File: config.mk
export PLATFORM = sky130hd
export DESIGN_NAME = sens_seq_ctrl
export DESIGN_NICKNAME = d
export VERILOG_FILES = /design/src/rtl/sens_pkg.sv /design/src/rtl/sens_dn_counter.sv /design/src/rtl/sens_seq_ctrl.sv
export SDC_FILE = /design/constraint.sdc
export NUM_CORES = 1
export LEC_CHECK = 0
export CAP_MARGIN = 30
export CELL_PAD_IN_SITES_DETAIL_PLACEMENT = 1
export CELL_PAD_IN_SITES_GLOBAL_PLACEMENT = 2
export CORE_ASPECT_RATIO = 0.7
export CORE_MARGIN = 2
export CORE_UTILIZATION = 29
export CTS_BUF_LIST = sky130_fd_sc_hd__clkbuf_8
export DETAILED_ROUTE_END_ITERATION = 8
export GPL_TIMING_DRIVEN = 0
export PLACE_DENSITY = 0.86
export SLEW_MARGIN = 25
export SYNTH_ARGS = -nofsm -noshare
export SYNTH_HDL_FRONTEND = slang
export SYNTH_SLANG_ARGS = --single-unit
File: constraint.sdc
create_clock -name clk -period 2.4 [get_ports clk]
set_clock_uncertainty 0.15 [all_clocks]
set_input_delay 0.48 -clock clk [delete_from_list [all_inputs] [get_ports clk]]
set_output_delay 0.48 -clock clk [all_outputs]
set_load 0.05 [all_outputs]
File: src/rtl/sens_pkg.sv
// Shared definitions for the sensor sequencing controller: FSM encoding,
// sens_mode bit positions and default sizes.
package sens_pkg;

  typedef enum logic [1:0] {
    ST_OFF  = 2'd0,
    ST_WAKE = 2'd1,
    ST_REQ  = 2'd2,
    ST_WAIT = 2'd3
  } sens_state_e;

  localparam int MODE_POWERDOWN = 0;
  localparam int MODE_LATEST    = 1;
  localparam int MODE_STREAM    = 2;
  localparam int MODE_GEN_IRQ   = 3;

  localparam int FIFO_DEPTH_DEF = 64;
  localparam int LVL_W          = 7;

  function automatic logic mode_run(input logic [7:0] mode);
    return !mode[MODE_POWERDOWN] && (mode[MODE_LATEST] || mode[MODE_STREAM]);
  endfunction

endpackage

File: src/rtl/sens_dn_counter.sv
// Loadable down-counter that stops at zero; one instance times wake,
// sample period and ack timeout since only one is ever active.
module sens_dn_counter #(
  parameter int W = 8
) (
  input  logic         clk,
  input  logic         rst_n,
  input  logic         load,
  input  logic         dec,
  input  logic [W-1:0] load_val,
  output logic         zero
);

  logic [W-1:0] count;

  always_ff @(posedge clk) begin
    if (!rst_n) begin
      count <= '0;
    end else if (load) begin
      count <= load_val;
    end else if (dec && (count != '0)) begin
      count <= count - 1'b1;
    end
  end

  assign zero = (count == '0);

endmodule

File: src/rtl/sens_seq_ctrl.sv
// Sensor AFE sequencer: power-up settle, periodic sample requests with ack
// timeout, FIFO level tracking and sticky interrupt/error flags.
//
//   state | meaning
//   OFF   | AFE unpowered, waiting for run
//   WAKE  | AFE powered, settle timer running
//   REQ   | afe_req high, waiting for afe_ack or timeout
//   WAIT  | sample period timer running before next request
module sens_seq_ctrl
  import sens_pkg::*;
#(
  parameter int WAKE_CYCLES = 16,
  parameter int ACK_TIMEOUT = 255,
  parameter int FIFO_DEPTH  = FIFO_DEPTH_DEF
) (
  input  logic             clk,
  input  logic             rst_n,
  input  logic [7:0]       sens_mode,
  input  logic [7:0]       sample_period,
  input  logic [LVL_W-1:0] irq_wmark,
  input  logic             irq_clr,
  input  logic             afe_ack,
  input  logic             fifo_wr,
  input  logic             fifo_rd,
  output logic             afe_pwr_en,
  output logic             afe_req,
  output logic             fifo_flush,
  output logic             irq,
  output logic [LVL_W-1:0] fifo_level,
  output logic [1:0]       state,
  output logic [1:0]       err
);

  localparam int MAX_A = (WAKE_CYCLES > ACK_TIMEOUT) ? WAKE_CYCLES : ACK_TIMEOUT;
  localparam int MAX_L = (MAX_A > 256) ? MAX_A : 256;
  localparam int CNT_W = $clog2(MAX_L);
  localparam logic [CNT_W-1:0] WAKE_LD = CNT_W'(WAKE_CYCLES - 1);
  localparam logic [CNT_W-1:0] TMO_LD  = CNT_W'(ACK_TIMEOUT - 1);
  localparam logic [LVL_W-1:0] DEPTH   = LVL_W'(FIFO_DEPTH);

  sens_state_e      st_q, st_nxt;
  logic             run, stream, latest, gen_irq;
  logic             cnt_load, cnt_dec, cnt_zero;
  logic [CNT_W-1:0] cnt_val;
  logic [7:0]       period_m1;
  logic             tmo_set, ovf_set, flush_evt, wmark_hit, ack_in_req, irq_set;
  logic             ovf, tmo;
  logic [LVL_W-1:0] lvl_nxt;

  assign run       = mode_run(sens_mode);
  assign stream    = sens_mode[MODE_STREAM];
  assign latest    = sens_mode[MODE_LATEST];
  assign gen_irq   = sens_mode[MODE_GEN_IRQ];
  assign period_m1 = (sample_period == 8'd0) ? 8'd0 : sample_period - 8'd1;

  sens_dn_counter #(.W(CNT_W)) u_cnt (
    .clk      (clk),
    .rst_n    (rst_n),
    .load     (cnt_load),
    .dec      (cnt_dec),
    .load_val (cnt_val),
    .zero     (cnt_zero)
  );

  always_comb begin
    st_nxt   = st_q;
    cnt_load = 1'b0;
    cnt_dec  = 1'b0;
    cnt_val  = '0;
    tmo_set  = 1'b0;
    // Losing run beats every other transition and parks the timer at zero.
    if ((st_q != ST_OFF) && !run) begin
      st_nxt   = ST_OFF;
      cnt_load = 1'b1;
    end else begin
      case (st_q)
        ST_OFF: if (run) begin
          st_nxt   = ST_WAKE;
          cnt_load = 1'b1;
          cnt_val  = WAKE_LD;
        end
        ST_WAKE: if (cnt_zero) begin
          st_nxt   = ST_REQ;
          cnt_load = 1'b1;
          cnt_val  = TMO_LD;
        end else begin
          cnt_dec = 1'b1;
        end
        ST_REQ: if (afe_ack || cnt_zero) begin
          st_nxt   = ST_WAIT;
          cnt_load = 1'b1;
          cnt_val  = CNT_W'(period_m1);
          tmo_set  = !afe_ack;
        end else begin
          cnt_dec = 1'b1;
        end
        ST_WAIT: if (cnt_zero) begin
          st_nxt   = ST_REQ;
          cnt_load = 1'b1;
          cnt_val  = TMO_LD;
        end else begin
          cnt_dec = 1'b1;
        end
        default: st_nxt = ST_OFF;
      endcase
    end
  end

  assign flush_evt  = (st_q != ST_OFF) && !run;
  assign ovf_set    = fifo_wr && !fifo_rd && (fifo_level == DEPTH);
  assign ack_in_req = (st_q == ST_REQ) && afe_ack && latest && !stream;
  assign wmark_hit  = (irq_wmark != '0) && stream && (fifo_level >= irq_wmark);
  assign irq_set    = gen_irq && (wmark_hit || ack_in_req ||
                                  (ovf_set && !ovf) || (tmo_set && !tmo));

  // Simultaneous strobes only move the level when one side is blocked.
  always_comb begin
    lvl_nxt = fifo_level;
    if (flush_evt) begin
      lvl_nxt = '0;
    end else if (fifo_wr && !fifo_rd) begin
      if (fifo_level < DEPTH) lvl_nxt = fifo_level + 1'b1;
    end else if (fifo_rd && !fifo_wr) begin
      if (fifo_level != '0) lvl_nxt = fifo_level - 1'b1;
    end else if (fifo_wr && fifo_rd) begin
      if (fifo_level == '0)        lvl_nxt = fifo_level + 1'b1;
      else if (fifo_level == DEPTH) lvl_nxt = fifo_level - 1'b1;
    end
  end

  always_ff @(posedge clk) begin
    if (!rst_n) begin
      st_q       <= ST_OFF;
      afe_pwr_en <= 1'b0;
      afe_req    <= 1'b0;
      fifo_flush <= 1'b0;
      irq        <= 1'b0;
      fifo_level <= '0;
      ovf        <= 1'b0;
      tmo        <= 1'b0;
    end else begin
      st_q       <= st_nxt;
      afe_pwr_en <= (st_nxt != ST_OFF);
      afe_req    <= (st_nxt == ST_REQ);
      fifo_flush <= flush_evt;
      fifo_level <= lvl_nxt;
      ovf        <= ovf_set | (ovf & !irq_clr);
      tmo        <= tmo_set | (tmo & !irq_clr);
      irq        <= irq_set | (irq & !irq_clr);
    end
  end

  assign state = st_q;
  assign err   = {ovf, tmo};

endmodule
Yosys cells after proc, flatten, opt, wreduce, memory -nomap -nowiden
Index checks and enable logic that the tools add are counted.

word-level totals
  output and inout bits = 15
  word-level logic and storage cells = 105
  register bits = 23

operators by class
  order comparisons = 2
  equality and inequality tests = 7
  bitwise logic cells = 7
  reductions and logical operators = 44
  $add $sub $neg = 4
  mux-type cells = 32

operators with widths
  cell                 number
  $mux 7               7
  $mux 8               6
  $pmux 8 s3           1
  $logic_not 8->1      2
  $sub 8x1->8 const B  2
  $logic_and 1x1->1    15
  $reduce_bool 7->1    2
  $mux 1               10
  $logic_not 1->1      9
  $mux 2               4
  $reduce_bool 8->1    1
  $add 7x1->7 const B  1
  $eq 7x7->1 const B   1
  $ge 7x7->1           1
  $logic_not 7->1      1
  $lt 7x7->1 const B   1
  $sub 7x1->7 const B  1
  $eq 2x2->1 const B   3
  $pmux 2 s3           1
  $reduce_bool 2->1    3
  $logic_or 1x1->1     5
  $mux 4               1
  $reduce_and 4->1     1
  $reduce_bool 4->1    1
  11 further kinds     16

Longest topological paths before layout
  depth after elaboration = 9
  gate-level depth with buffers = 7

By module
From an unflattened synthesis, not the netlist that was laid out.

second synthesis, totals
  cell total of the unflattened synthesis = 223
  area, all modules = 1824.2 um2

modules (own cells, without submodules)
  module           area each (um2)  instances  sequential area each (um2)  cells an instance
  sens_seq_ctrl    1316.3           1          300.3                       165
  sens_dn_counter  508.0            1          160.2                       58

Worst setup path after synthesis
Ideal clock, no wire load.

  kind = register -> register
  start = register fifo_level[0]
  end = register fifo_level[2]
  buffers on the path = 0
  data required time = 2178 ps
  cell stages (with the launch flop) = 7
  library setup time = 72 ps
  data arrival time = 2185 ps
  path slack = -7 ps
  cell sequence = dfxtp_1 > inv_1 > ha_1 > nor4bb_1 > a311o_1 > or3_1 > a21oi_1

between the ends
  longest elaborated chain between the ends = 6

RTL lines
  what                    line                                        RTL
  start, declared         sens_seq_ctrl.sv:29                         output logic [LVL_W-1:0] fifo_level,
  start signal, assigned  sens_seq_ctrl.sv:146                        fifo_level <= lvl_nxt;
  $sub 7x1->7             sens_seq_ctrl.sv:124, sens_seq_ctrl.sv:127
  $mux 7                  sens_seq_ctrl.sv:127                        else if (fifo_level == DEPTH) lvl_nxt = fifo_level - 1'b1;
  $mux 7                  sens_seq_ctrl.sv:126                        if (fifo_level == '0) lvl_nxt = fifo_level + 1'b1;
  $mux 7                  sens_seq_ctrl.sv:125                        end else if (fifo_wr && fifo_rd) begin
  $mux 7                  sens_seq_ctrl.sv:123                        end else if (fifo_rd && !fifo_wr) begin
  $mux 7                  sens_seq_ctrl.sv:121                        end else if (fifo_wr && !fifo_rd) begin

Several ways; a longest one is shown, not always the timed one. The select of a mux whose other input is x is not followed.
A chain may end at the register's enable or synchronous reset.

Final worst setup path
  start = input port fifo_wr
  end = register fifo_level[4]

between the ends
  longest elaborated chain between the ends = 4

RTL lines
  what                                                         line                  RTL
  start, declared                                              sens_seq_ctrl.sv:23   input logic fifo_wr,
  $logic_not 1->1                                              sens_seq_ctrl.sv:123
  $logic_and 1x1->1                                            sens_seq_ctrl.sv:123
  $ne 3x2->1 (no line) (tied with other cells)                 -
  $reduce_and 4->1 (no line) / $mux 7 (equally long branches)  -

Several ways; a longest one is shown, not always the timed one.

==> results by group <==
Logic synthesis
  – Cells after synthesis: 228
  – Yosys cell types: 52
  – Ranking of synthesized cells by area: dfxtp_1, ha_1, nand2_1
  – Largest area contributor in the netlist: dfxtp_1
  – Syn avg cell area: between 7 and 8 µm²
  – Post-synth EDFFs: 0
  – #FFs+latches synth: 23
  – Syn. warnings: 0
  – Asr flop ratio synth: 0%
  – Mapped Area: 0.00179 mm²
  – Sequential fraction of the synthesis area: roughly 26%
  – Post-synth top area share: 25.8%
  – Post-Syn Nets: 271
  – Top_reg_cell synth: dfxtp_1

Global routing
  – GRT overflow: 0
  – First-pass GRT wire length: just over 9000 µm
  – Initial antenna violation count: 0
  – Met1 usage: 23.5%
  – Gr busiest metal: met2
  – Largest net degree at the start of global routing: 13
  – Vias in the first global route: 1,829
  – Met2 Use GR: about a quarter
  – GR met3 Demand/Resource: 4.64%
  – All-Layer GR Usage: 16.1%

Critical path
  – Delay-heaviest family, CP: compound AO/OA/AOI/OAI gates
  – CP Depth: 6
  – Critical Path Fanout Max: 6
  – Worst path bufs/invs: 1
  – Critical path capture point type: flip-flop
  – R2R Path Start: fifo_level[1]
  – R2r setup slk: 150 ps
  – Worst path slowest cell: clkdlybuf4s50_1
  – R2r worst-path depth: 6
  – CP max stage delay: 520 ps
  – CP required: 2420 ps
  – R2R Path End: fifo_level[2]
  – CP Launch Type: input port
  – CP startpoint: fifo_wr
  – Arrival time worst endpoint: 2330 ps
  – Critical Path, Cell by Cell: clkdlybuf4s50_1 > nand2b_1 > a41oi_2 > mux2i_1 > a211oi_1 > a31o_1
  – CP Class: input port to flip-flop
  – Setup crit end: fifo_level[4]

Layout
  – Share of cells above drive strength 1: 7.01%
  – Ant diodes: 0
  – Area grow syn2layout: 31.4%
  – Fill count: 697
  – Final Net Count: 315

Pwr
  – Switching Share: 49.1%
  – Psw: 1.07 mW
  – Gate power share: 61.1%
  – Lkg Pwr: 0.944 nW
  – Sequential power share: 27.9%
  – Clock network power share: 11.0%
  – Pwr dens: 931 mW/mm²
  – Power Total: roughly 2.2 mW
  – Max IR drop VDD: between 0.2 and 0.3 mV
  – Pint: 1.11 mW

STA
  – Final Cycle Share: around 97%
  – Fin. Hold Viols: 0
  – Tmin final: 2320 ps
  – RSZ-0062 raised after global routing: yes
  – PnR worst setup slack: 81.3 ps
  – Hold_ws: 358 ps
  – Maximum clock frequency: between 400 and 500 MHz
  – Setup Total Neg Slack: 0 ps
  – Relative slew slack: 60.4%
  – Finish-stage setup viols: 0
  – Worst slew pin tran: 592 ps
  – Slew Viols, Final: 0

Route
  – Via density: 5.38
  – DRC: 0
  – WL per Instance: 16.1 µm
  – Vias post-DR: 1,862
  – Wirelength, routed: 5560 µm
  – DRT iter0 DRCs: 62
  – Drt first pass iters: 5
  – Number of nets with antenna violations after routing: 0

Placed design
  – Dpl hpwl: 4360 µm
  – Place WS: -285 ps
  – Port bufs: 39
  – Routability cong.: 0.823

Die
  – DIE AREA: 0.00681 mm²
  – Initial core utilization: 30.6%
  – Die Y: 69.7 µm
  – Io pins: 44
  – Num rows: 23
  – Core footprint: 0.00584 mm²
  – Die width: between 90 and 100 µm

Clocking
  – Inserted Clock Buffers: 3
  – Number of buffers added for setup after CTS: 0
  – Clock Tree Buf Depth: 2
  – Clk slew on worst S/H paths: 80 ps
  – Clk sinks: 23
  – TritonCTS clock tree: yes
  – H-tree depth: 1
  – Post-CTS Hold Fix Bufs: 0
  – Worst-Skew Late Latency: 260 ps
  – CTS Root Cell: clkbuf_8

Flow run
  – Max-cap viol count: 0

Status
  – Outcome: completed

Hold path
  – Min-Delay Path Class: flip-flop to flip-flop
## cells in the final DEF (no fill, tap or decap), types with 9 or more instances in the layout
| cell | Yosys | layout |
|---|---|---|
| o21ai_0 | 13 | 13 |
| dfxtp_1 | 23 | 22 |
| clkdlybuf4s50_1 | 0 | 38 |
| nand2_1 | 23 | 23 |
| nor3_1 | 10 | 9 |
| nor2_1 | 15 | 15 |
| inv_1 | 16 | 17 |
| ha_1 | 14 | 14 |
| a21oi_1 | 14 | 14 |
## power groups by stage
| stage | logic (mW) | clock network, mW | registers (mW) |
|---|---|---|---|
| after floorplan | 0.744 | 0 | 0.783 |
| after global placement | 1.29 | 0 | 0.616 |
| after detailed placement | 1.30 | 0 | 0.621 |
| after CTS | 1.31 | 0.256 | 0.611 |
| after global routing | 1.47 | 0.274 | 0.627 |
| final | 1.34 | 0.241 | 0.609 |
## repair_timing
action / in CTS / in global routing
resized for setup: 1 / 8
endpoints found under the setup margin: 1 / 9
pin swaps: 0 / 0
## worst min-delay path, cell delays in order (launching register included)
cell and delay (ps):
dfxtp_2 360, nand2_1 60, a21oi_1 50
## final cells by class
class                           count  area, µm²  area share, %
Sequential cell                    23        462           19.7
Inverter                           16       60.1           2.56
Multi-Input combinational cell    182       1260           53.6
Timing Repair Buffer               39        393           16.7
Clock buffer                        3       41.3           1.76
Clock inverter                      1       3.75          0.160
Buffer                              7       35.0           1.49
Tap cell                           75       93.8           4.00
## cells by family after synthesis
kind of cell / count (synthesis) / share of synthesized area [%]
adder cells (fa/ha/maj): 14 / 9.80
flip-flops: 23 / 25.8
XOR/XNOR: 7 / 3.43
buffers and inverters: 23 / 5.25
AND/OR/NAND/NOR: 90 / 27.5
AO/OA/AOI/OAI: 65 / 24.9
multiplexers: 6 / 3.36
## worst min-delay path by stage
| stage | cells past startpoint | slack (ps) | end | startpoint |
|---|---|---|---|---|
| after global placement | 2 | 340 | fifo_level[0] | fifo_level[0] |
| final | 2 | 360 | fifo_level[0] | fifo_level[0] |
| after floorplan | 1 | 300 | u_cnt.count[0] | u_cnt.count[0] |
| after global routing | 2 | 390 | fifo_level[0] | fifo_level[0] |
| after CTS | 2 | 360 | fifo_level[0] | fifo_level[0] |
| after detailed placement | 2 | 350 | fifo_level[0] | fifo_level[0] |
## through the flow
stage | cells | utilization [%] | instance area, µm²
final | 346 | 40.2 | 2350
after global routing | 346 | 40.2 | 2350
after CTS | 346 | 39.7 | 2320
after detailed placement | 342 | 38.9 | 2270
after global placement | 342 | 38.9 | 2270
after floorplan | 228 | - | 1790
## routing by layer
metal	up-vias	wire, µm
met1	875	2800
li1	928	-
met2	57	2340
met3	2	394
met5	-	0
met4	0	19
## registers in the layout, summed over array words and instances (netlist names)
signal,count
irq,1
afe_req,1
state,2
ovf,1
tmo,1
fifo_level,7
fifo_flush,1
u_cnt.count,8
afe_pwr_en,1
## cells in the mapped netlist, drive strengths merged (2+ instances only)
cell type	count
dfxtp	23
nand2	23
inv	16
nor2	15
o21ai	15
a21oi	14
ha	14
nor3	10
mux2i	6
xor2	6
clkbuf	5
nand3	5
nor2b	5
or3	5
a31o	4
and3	4
nand2b	4
o211ai	4
o31ai	4
a21boi	3
a21o	3
nand4	3
nor4	3
or4	3
a22o	2
and4	2
buf	2
nor3b	2
nor4b	2
o21a	2
Note: power is estimated with default switching activity, not from simulation.
